===== src/rtl/piso_shift_reg_if.sv =====
// piso_shift_reg_if: load handshake and serial output bundle for piso_shift_reg
interface piso_shift_reg_if #(parameter int WIDTH = 4);
  logic             load_valid;
  logic             load_ready;
  logic [WIDTH-1:0] pi;
  logic             so;
  logic             so_valid;
  logic             frame_done;
  logic             busy;
  modport master (output load_valid, pi, input load_ready, so, so_valid, frame_done, busy);
  modport slave  (input load_valid, pi, output load_ready, so, so_valid, frame_done, busy);
endinterface


===== src/rtl/piso_shift_reg.sv =====
// piso_shift_reg: parallel-in serial-out shifter, LSB first, gapless back-to-back frames.
// Define PISO_PARITY_EN to append an even-parity bit to every frame.
module piso_shift_reg #(
  parameter int WIDTH = 4
) (
  input logic             clk,
  input logic             clear_n,
  piso_shift_reg_if.slave bus
);
`ifdef PISO_PARITY_EN
  localparam int FRAME_LEN = WIDTH + 1;
`else
  localparam int FRAME_LEN = WIDTH;
`endif
  localparam int CW = $clog2(WIDTH + 1);
  localparam logic [CW-1:0] LAST = CW'(FRAME_LEN - 1);
  typedef enum logic {IDLE, SHIFT} state_t;
  state_t           state_q, state_d;
  logic [WIDTH-1:0] sreg_q, sreg_d;
  logic [CW-1:0]    cnt_q, cnt_d;
  logic             last, accept;
`ifdef PISO_PARITY_EN
  logic             par_q, par_d;
`endif
  assign last   = (state_q == SHIFT) && (cnt_q == LAST);
  assign accept = bus.load_valid && bus.load_ready;
  always_ff @(posedge clk or negedge clear_n) begin
    if (!clear_n) begin
      state_q <= IDLE;
      sreg_q  <= '0;
      cnt_q   <= '0;
`ifdef PISO_PARITY_EN
      par_q   <= 1'b0;
`endif
    end else begin
      state_q <= state_d;
      sreg_q  <= sreg_d;
      cnt_q   <= cnt_d;
`ifdef PISO_PARITY_EN
      par_q   <= par_d;
`endif
    end
  end
  always_comb begin
    state_d = (state_q == IDLE || last) ? (accept ? SHIFT : IDLE) : SHIFT;
  end
  always_comb begin
    sreg_d = accept ? bus.pi : (state_q == SHIFT) ? sreg_q >> 1 : sreg_q;
    cnt_d  = (accept || last) ? '0 : (state_q == SHIFT) ? cnt_q + CW'(1) : cnt_q;
`ifdef PISO_PARITY_EN
    par_d  = accept ? ^bus.pi : par_q;
`endif
  end
  // Outputs decode registered state only; clear_n gates load_ready directly.
  always_comb begin
    bus.load_ready = clear_n && (state_q == IDLE || last);
    bus.so_valid   = state_q == SHIFT;
    bus.busy       = state_q == SHIFT;
    bus.frame_done = last;
`ifdef PISO_PARITY_EN
    bus.so         = (state_q == SHIFT) && ((cnt_q == CW'(WIDTH)) ? par_q : sreg_q[0]);
`else
    bus.so         = (state_q == SHIFT) && sreg_q[0];
`endif
  end
endmodule


===== src/flat_wrapper.sv =====
// flat-port wrapper written by rule: the top's interface ports become plain ports
module piso_shift_reg_flat 
#(
  parameter int WIDTH = 4
)
  (clk, clear_n, bus_load_valid, bus_pi, bus_load_ready, bus_so, bus_so_valid, bus_frame_done, bus_busy);
  piso_shift_reg_if #(.WIDTH(WIDTH)) bus_i ();
  input logic clk;
  input logic clear_n;
  input wire logic [$bits(bus_i.load_valid)-1:0] bus_load_valid;
  input wire logic [$bits(bus_i.pi)-1:0] bus_pi;
  output wire logic [$bits(bus_i.load_ready)-1:0] bus_load_ready;
  output wire logic [$bits(bus_i.so)-1:0] bus_so;
  output wire logic [$bits(bus_i.so_valid)-1:0] bus_so_valid;
  output wire logic [$bits(bus_i.frame_done)-1:0] bus_frame_done;
  output wire logic [$bits(bus_i.busy)-1:0] bus_busy;
  assign bus_i.load_valid = bus_load_valid;
  assign bus_i.pi = bus_pi;
  assign bus_load_ready = bus_i.load_ready;
  assign bus_so = bus_i.so;
  assign bus_so_valid = bus_i.so_valid;
  assign bus_frame_done = bus_i.frame_done;
  assign bus_busy = bus_i.busy;
  piso_shift_reg #(.WIDTH(WIDTH)) u_core (.clk(clk), .clear_n(clear_n), .bus(bus_i));
endmodule

===== config.mk =====
export PLATFORM = sky130hd
export DESIGN_NAME = piso_shift_reg_flat
export DESIGN_NICKNAME = d
export VERILOG_FILES = /design/src/rtl/piso_shift_reg_if.sv /design/src/rtl/piso_shift_reg.sv /design/src/flat_wrapper.sv
export SDC_FILE = /design/constraint.sdc
export NUM_CORES = 1
export LEC_CHECK = 0
export CAP_MARGIN = 0
export CORE_AREA = 2 2 39 41
export CTS_BUF_LIST = sky130_fd_sc_hd__clkbuf_8 sky130_fd_sc_hd__clkbuf_16
export CTS_CLUSTER_SIZE = 14
export DETAILED_ROUTE_END_ITERATION = 8
export DIE_AREA = 0 0 41 43
export HOLD_SLACK_MARGIN = 0.15
export PLACE_DENSITY_LB_ADDON = 0.3
export REMOVE_ABC_BUFFERS = 1
export SLEW_MARGIN = 10
export SYNTH_ARGS = -nofsm -noshare
export SYNTH_HDL_FRONTEND = slang
export SYNTH_SLANG_ARGS = --single-unit

===== constraint.sdc =====
create_clock -name clk -period 2.1 [get_ports clk]
set_clock_uncertainty 0.1 [all_clocks]
set_input_delay 0.42 -clock clk [delete_from_list [all_inputs] [get_ports clk]]
set_output_delay 0.42 -clock clk [all_outputs]
set_load 0.05 [all_outputs]

==> results.md, run 1 <==
* Nature of the critical path endpoint: primary output
* Via count at 290
* Max Freq at 497 MHz
* Commonest cells post-synth: 8 x dfrtp_1, 4 x mux2_4, 3 x and2_2, 3 x inv_1, 3 x mux2_2
* RSZ-0062 raised after global routing: false
* Post-Syn Area at 457 um^2
* Reg2Reg Launch Point: u_core.cnt_q[0]
* Initial core utilization at 0.330
* Pins Over Slew Limit at 0
* Setup TNS at 0 ns
* Worst reg2reg setup slack at 0.46 ns
* Synth area leader: dfrtp_1
* Die width at 41 um
* Flops & latches, synth at 8
* Outcome: finished clean
* VDD IR max at 0.504 mV
* Setup Buffers After CTS at 0
* Gp weighted congestion at 0.809
* Hold depth at 1
* Clk root buf: clkbuf_8
* P per Cell Area at 1580 nW/um^2
* Core ar. at 1380 um^2
* Critical path peak fanout at 6
* TritonCTS clock tree: built
* YS warnings at 0
* Global route overflow at 0
* Input/output buffers at 11
* RR Endpoint: u_core.sreg_q[2]
* Avg Cell Area, Syn at 13.0 um^2
* Critical setup path kind: flip-flop to primary output
* Vert. Die Dim at 43 um
* Mapped Cells at 35
* Hold Crit Start: u_core.cnt_q[0]
* Rows at 14
* Initial antenna violation count at 0
* I/O Pins at 12
* Total GRT Usage at 0.100
* Final setup fails at 0
* Global-route wire length before repair at 1120 um
* Largest net degree at the start of global routing at 13
* Top cells by area, synth: dfrtp_1 44%, mux2_4 13%, mux2_2 7.4%
* Number of remaining DRC errors at 0
* Metal-1 WL at 316 um
* Worst-Margin Slew at 0.437 ns
* Worst Hold End: u_core.cnt_q[0]
* Top sig layer: met3
* Routed wire length at 766 um
* # resized after CTS at 0
* DRT iter0 DRCs at 0
* Min Tclk post-route at 2.01 ns
* Share of cells above drive strength 1 at 0.468
* Max Cap Viol at 0
* CP Launch Type: flip-flop
* Die area at 1760 um^2
* Post-synthesis sequential area ratio at 0.438
* DP Worst Slack at 0.255 ns
* Clk pin slew, worst setup/hold paths at 0.04 ns
* DRT Pass-1 Iters at 1
* Clock Tree Buf Depth at 2
* Fin worst setup slack at 0.0888 ns
* Nets at 58
* Post-DP HPWL at 588 um
* Vias in the first global route at 280
* Design Power at 0.000981 W
* Routed wl met3 at 43 um
* Post-synthesis cell type count at 15
* Worst Path Required at 1.58 ns
* Vias/cell at 4.60
* TritonCTS buffer count at 3
* WL per Instance at 12.2 um
* Worst r2r path cells at 5
* P&R area growth vs syn at 35.6%
* Layout fillers at 125
* H-tree depth reported by CTS at 1
* Met2 wire length at 406 um
* Final ANT Viol Nets at 0
* CP Data Arrival Time at 1.49 ns
* Final Hold Violating Endpoints at 0
* Clock latency at the later pin of the worst-skew pair at 0.22 ns
* Async set-or-reset flop fraction in the synthesized netlist at 1.00
* Top FF cell, synth: dfrtp_1
* Post-layout util at 0.448
* Static Leak at 0.292 nW
* Worst slew margin at 0.709
* Num Clock Sinks at 8
* Hold-fix buffers, CTS at 0
* Synth top area share at 0.438
* Worst Hold Class: flip-flop to flip-flop
* Final period utilization at 0.958
* Antenna cells at 0
* Count leader, synth: dfrtp_1
* EDFF count, synth at 0
## layer usage
layer	vias up	GRT usage
li1	140	-
met1	143	0.110
met2	7	0.150
met3	0	0.0314
met4	0	0.0800
met5	-	0
## how the worst max path moves through the flow
stage / cells after the start / startpoint / endpoint
floorplan: 1 / u_core.bus.busy / bus_so
finish: 5 / u_core.cnt_q[0] / bus_load_ready
detailed placement: 4 / clear_n / u_core.sreg_q[2]
CTS: 5 / u_core.cnt_q[0] / bus_load_ready
global route: 5 / u_core.cnt_q[0] / bus_load_ready
global placement: 4 / clear_n / u_core.sreg_q[3]
## final cells by class
cell class / count / area (um^2) / share of cell area
multi-input combinational: 21 / 216 / 0.349
sequential: 8 / 200 / 0.323
timing repair buffer: 12 / 130 / 0.210
clock buffer: 3 / 41.3 / 0.0667
tap: 16 / 20.0 / 0.0323
inverter: 3 / 11.3 / 0.0182
## placed cells by master, fill, tap and decap left out, drive strengths merged
| master | count |
|---|---|
| and2 | 3 |
| and2b | 1 |
| buf | 6 |
| clkbuf | 3 |
| clkdlybuf4s50 | 6 |
| dfrtp | 8 |
| ha | 2 |
| inv | 3 |
| mux2 | 7 |
| nand2 | 2 |
| nand2b | 1 |
| nand3b | 1 |
| nor2b | 1 |
| o21ai | 1 |
| o32ai | 2 |
## through the flow
stage / cell area, um^2 / hold slack [ns] / std cells
floorplan: 427 / 0.0244 / 32
global placement: 577 / 0.385 / 60
detailed placement: 577 / 0.395 / 60
CTS: 618 / 0.400 / 63
global route: 619 / 0.446 / 63
finish: 619 / 0.391 / 63
## power by group
group	leakage [nW]	switching, W	internal, W
clock network	0.0216	0.0000563	0.000124
logic	0.169	0.000260	0.000260
registers	0.101	0.0000606	0.000220
total	0.292	0.000377	0.000604
## cell families after synthesis
family,after synthesis,share of synthesized area
DFF,8,0.438
muxes,7,0.205
buffers and inverters,6,0.0904
AOI/OAI and AO/OA,3,0.0493
and+or+nand+nor,9,0.162
adders and majority gates,2,0.0548
## state kept, by name (all words and copies together), names as in the netlist
signal           flops
u_core.sreg_q        4
u_core.cnt_q         3
u_core.bus.busy      1
## critical path, stage by stage (launching register included)
cell and delay, ns:
dfrtp_1 0.38, ha_1 0.21, ha_1 0.19, nand2b_4 0.16, and2_4 0.18, buf_12 0.14
No activity file was read; power rests on OpenSTA's default activity.
==> inputs of run 2 (changes only) <==
--- a/config.mk
+++ b/config.mk
@@ -14,6 +14,7 @@
 export HOLD_SLACK_MARGIN = 0.15
 export PLACE_DENSITY_LB_ADDON = 0.3
 export REMOVE_ABC_BUFFERS = 1
+export SETUP_SLACK_MARGIN = 0.4
 export SLEW_MARGIN = 10
 export SYNTH_ARGS = -nofsm -noshare
 export SYNTH_HDL_FRONTEND = slang
==> results.md, run 2 (synthesized netlist as in run 1, its figures left out) <==
* Fin worst setup slack at 0.200 ns
* Max Freq at 526 MHz
* Clk root buf: clkbuf_8
* Min Tclk post-route at 1.90 ns
* Post-DP Area at 577 um^2
* Worst-Margin Slew at 0.249 ns
* DP Worst Slack at 0.255 ns
* Worst r2r path cells at 7
* Final period utilization at 0.905
* Total GRT Usage at 0.108
* VDD IR max at 0.553 mV
* Cell family with the largest share of critical-path delay: flip-flops
* Worst slew margin at 0.833
* Most frequent cells in the layout: 7 x buf_4, 7 x dfrtp_1, 6 x clkdlybuf4s50_1
* Largest net degree at the start of global routing at 13
* CP bufs+invs at 1
* Largest reg by FF count: u_core.sreg_q
* TritonCTS clock tree: built
* Reg2Reg Launch Point: u_core.cnt_q[0]
* WL per Instance at 12.5 um
* Design Power at 0.00112 W
* Final instance area at 686 um^2
* Crit path cell chain: ha_2 > ha_4 > nand2b_4 > and2_4 > buf_12
* Final Hold Violating Endpoints at 0
* Max Cap Viol at 0
* Hold Crit Start: u_core.cnt_q[0]
* Hold depth at 1
* Worst Path Required at 1.58 ns
* H-tree depth reported by CTS at 1
* Clock Tree Buf Depth at 2
* Slowest stage delay, CP at 0.39 ns
* Nets at 63
* Critical-path top delay cell: dfrtp_1
* Vert. Die Dim at 43 um
* Clock latency at the later pin of the worst-skew pair at 0.23 ns
* Outcome: finished clean
* P&R area growth vs syn at 50.1%
* Global route overflow at 0
* Critical setup path kind: flip-flop to primary output
* Initial core utilization at 0.330
* Die width at 41 um
* Pins Over Slew Limit at 0
* Post-DP HPWL at 588 um
* Global-route wire length before repair at 1210 um
* Clk pin slew, worst setup/hold paths at 0.04 ns
* Via count at 309
* Rows at 14
* Critical path peak fanout at 3
* Worst Hold End: u_core.cnt_q[0]
* Vias/cell at 4.54
* Share of cells above drive strength 1 at 0.577
* Routed wire length at 848 um
* Max FFs per register at 4
* RR Endpoint: u_core.sreg_q[1]
* P per Cell Area at 1630 nW/um^2
* Layout fillers at 118
* Input/output buffers at 11
* Initial antenna violation count at 0
* Final setup fails at 0
* Static Leak at 0.319 nW
* TritonCTS buffer count at 3
* Nature of the critical path endpoint: primary output
* RSZ-0062 raised after global routing: true
* Gp weighted congestion at 0.809
* I/O Pins at 12
* Num Clock Sinks at 8
* Vias in the first global route at 303
* Core ar. at 1380 um^2
* Number of remaining DRC errors at 0
* Setup TNS at 0 ns
* Antenna cells at 0
* CP Launch Type: flip-flop
* Worst setup path start: u_core.cnt_q[0]
* DRT Pass-1 Iters at 1
* CP Data Arrival Time at 1.38 ns
* DRT iter0 DRCs at 0
* Worst reg2reg setup slack at 0.32 ns
* Final ANT Viol Nets at 0
* Worst Hold Class: flip-flop to flip-flop
* Die area at 1760 um^2
[run 2: what timing repair did]
item	CTS	global route
setup endpoints to repair	3	7
hold buffers	0	0
buffers inserted	2	3
pin swaps	2	0
resized for setup	8	1
[run 2: layer usage]
layer / vias up / global-route usage / wire length (um)
li1: 152 / - / -
met1: 150 / 0.120 / 327
met2: 7 / 0.163 / 480
met3: 0 / 0.0314 / 40
met4: 0 / 0.0800 / 0
met5: - / 0 / 0
[run 2: stage by stage]
stage | hold WS (ns) | instances | utilization
after global placement | 0.385 | 60 | 0.417
after detailed placement | 0.395 | 60 | 0.417
after floorplan | 0.0244 | 32 | -
after CTS | 0.402 | 65 | 0.476
final | 0.408 | 68 | 0.495
after global routing | 0.451 | 68 | 0.495
[run 2: worst max path at each step]
| stage | end | slack (ns) | cells after the start |
|---|---|---|---|
| after floorplan | bus_so | 0.03 | 1 |
| after global placement | u_core.sreg_q[3] | 0.29 | 4 |
| after detailed placement | u_core.sreg_q[2] | 0.26 | 4 |
| after CTS | bus_load_ready | 0.20 | 5 |
| after global routing | bus_load_ready | 0.16 | 5 |
| final | bus_load_ready | 0.20 | 5 |
[run 2: power by group]
| part | leakage [nW] | internal (W) | total, W | switching (W) |
|---|---|---|---|---|
| clock | 0.0216 | 0.000124 | 0.000181 | 0.0000576 |
| sequential | 0.101 | 0.000222 | 0.000284 | 0.0000621 |
| combinational | 0.197 | 0.000359 | 0.000653 | 0.000294 |
[run 2: cell type report]
class                           count  area [um^2]  area share
Inverter                            3         11.3      0.0164
Multi-Input combinational cell     21          233       0.339
Clock buffer                        3         41.3      0.0602
Tap cell                           16         20.0      0.0292
Timing Repair Buffer               17          179       0.261
Sequential cell                     8          201       0.294
[run 2: worst register-to-register path, stage by stage, from the launching register on]
cell	delay, ns
dfrtp_1	0.37
ha_2	0.20
ha_4	0.12
nand2b_4	0.11
buf_4	0.10
buf_6	0.09
nor2b_4	0.25
mux2_4	0.32
==> inputs of run 3 (changes only) <==
--- a/config.mk
+++ b/config.mk
@@ -5,13 +5,11 @@
 export SDC_FILE = /design/constraint.sdc
 export NUM_CORES = 1
 export LEC_CHECK = 0
-export CAP_MARGIN = 0
 export CORE_AREA = 2 2 39 41
 export CTS_BUF_LIST = sky130_fd_sc_hd__clkbuf_8 sky130_fd_sc_hd__clkbuf_16
 export CTS_CLUSTER_SIZE = 14
 export DETAILED_ROUTE_END_ITERATION = 8
 export DIE_AREA = 0 0 41 43
-export HOLD_SLACK_MARGIN = 0.15
 export PLACE_DENSITY_LB_ADDON = 0.3
 export REMOVE_ABC_BUFFERS = 1
 export SETUP_SLACK_MARGIN = 0.4
==> constraint.sdc (replaced) <==
create_clock -name clk -period 2.2 [get_ports clk]
set_clock_uncertainty 0.1 [all_clocks]
set_input_delay 0.44 -clock clk [delete_from_list [all_inputs] [get_ports clk]]
set_output_delay 0.44 -clock clk [all_outputs]
set_load 0.05 [all_outputs]
==> results.md, run 3 (synthesized netlist as in run 1, its figures left out) <==
* Outcome: finished clean
* Worst Path Required at 1.66 ns
* DRT Pass-1 Iters at 4
* Nets at 63
* Min Tclk post-route at 1.95 ns
* Input/output buffers at 11
* Via count at 320
* Post-DP HPWL at 664 um
* WL per Instance at 13.9 um
* Nature of the critical path endpoint: primary output
* Initial core utilization at 0.330
* Final setup fails at 0
* Clock share of power at 0.167
* Pins Over Slew Limit at 0
* Gp weighted congestion at 0.661
* Sw Ratio at 0.383
* TritonCTS clock tree: built
* Setup TNS at 0 ns
* Min Hold Slack at 0.117 ns
* Design Power at 0.00104 W
* H-tree depth reported by CTS at 1
* Worst reg2reg setup slack at 0.39 ns
* Layout fillers at 117
* DP Worst Slack at 0.192 ns
* DRT iter0 DRCs at 16
* Sequential share of power at 0.264
* Vert. Die Dim at 43 um
* Die area at 1760 um^2
* RSZ-0062 raised after global routing: true
* Core ar. at 1380 um^2
* Reg2Reg Launch Point: u_core.cnt_q[0]
* Vias/cell at 4.71
* Slowest stage delay, CP at 0.40 ns
* Max FFs per register at 4
* CP Data Arrival Time at 1.41 ns
* Clock latency at the later pin of the worst-skew pair at 0.22 ns
* Share of cells above drive strength 1 at 0.558
* VDD IR max at 0.582 mV
* Switching power at 0.000400 W
* Die width at 41 um
* Number of remaining DRC errors at 0
* I/O Pins at 12
* Largest reg by FF count: u_core.sreg_q
* Worst slew margin at 0.817
* Combinational power share at 0.569
* Rows at 14
* Worst r2r path cells at 7
* Critical path peak fanout at 3
* Final ANT Viol Nets at 0
* Global route overflow at 0
* Routed wire length at 946 um
* Max Cap Viol at 0
* Crit path cell chain: ha_2 > ha_4 > nand2b_4 > and2_4 > buf_12
* Vias in the first global route at 334
* Post-DP Area at 564 um^2
* Worst-Margin Slew at 0.274 ns
* Num Clock Sinks at 8
* Clk root buf: clkbuf_8
* Clk pin slew, worst setup/hold paths at 0.04 ns
* Antenna cells at 0
* TritonCTS buffer count at 3
* Max Freq at 512 MHz
* Worst Hold Class: input port to async pin
* CP Launch Type: flip-flop
* Final instance area at 673 um^2
* Critical-path top delay cell: dfrtp_1
* P per Cell Area at 1550 nW/um^2
* Global-route wire length before repair at 1550 um
* Final Hold Violating Endpoints at 0
* Static Leak at 0.322 nW
* Largest net degree at the start of global routing at 13
* Total GRT Usage at 0.133
* Fin worst setup slack at 0.247 ns
* Final period utilization at 0.888
* Initial antenna violation count at 0
* P&R area growth vs syn at 47.4%
* RR Endpoint: u_core.sreg_q[1]
* Clock Tree Buf Depth at 2
* Critical setup path kind: flip-flop to primary output
* Most frequent cells in the layout: 7 x buf_4, 7 x dfrtp_1, 5 x clkdlybuf4s50_1
* Cell internal pwr at 0.000645 W
-- run 3: final cells by class --
class	count	area, um^2	area share
Multi-Input combinational cell	21	231	0.344
Sequential cell	8	201	0.299
Timing Repair Buffer	17	168	0.249
Clock buffer	3	41.3	0.0613
Tap cell	16	20.0	0.0297
Inverter	3	11.3	0.0167
-- run 3: metrics by stage --
step / utilization / cells
after floorplan: - / 32
after global placement: 0.408 / 60
after detailed placement: 0.408 / 60
after CTS: 0.458 / 64
after global routing: 0.486 / 68
final: 0.486 / 68
-- run 3: how the worst max path moves through the flow --
stage	from	end	depth (start not counted)
5_1_grt	u_core.cnt_q[0]	bus_load_ready	5
6_report	u_core.cnt_q[0]	bus_load_ready	5
3_5_place_dp	clear_n	u_core.sreg_q[1]	4
2_1_floorplan	u_core.bus.busy	bus_so	1
3_3_place_gp	clear_n	u_core.sreg_q[2]	4
4_1_cts	u_core.cnt_q[0]	bus_load_ready	5
-- run 3: routing by layer --
layer  part of all wire  up-vias  GRT usage
li1                   -      153          -
met1               0.41      156      0.163
met2               0.53       11      0.209
met3              0.056        0     0.0628
met4                  0        0     0.0200
met5                  0        -          0
-- run 3: power by group through the flow --
stage               Sequential [W]  Clock [W]  Combinational [W]
CTS                       0.000272   0.000179           0.000528
global route              0.000283   0.000187           0.000642
detailed placement        0.000272          0           0.000478
global placement          0.000264          0           0.000456
floorplan                 0.000316          0           0.000287
finish                    0.000276   0.000174           0.000594
-- run 3: repair_timing --
action | CTS | global route
endpoints found under the setup margin | 2 | 7
resized for setup | 5 | 3
pin swaps | 1 | 0
hold endpoints to repair | 0 | 3
setup buffers | 1 | 3
hold buffers | 0 | 1
-- run 3: critical path, delay by kind of cell, from the launching register on --
family	cells	cell delay [ns]
adder cells (fa/ha/maj)	2	0.35
buffers and inverters	1	0.14
flip-flops	1	0.40
AND/OR/NAND/NOR	2	0.29
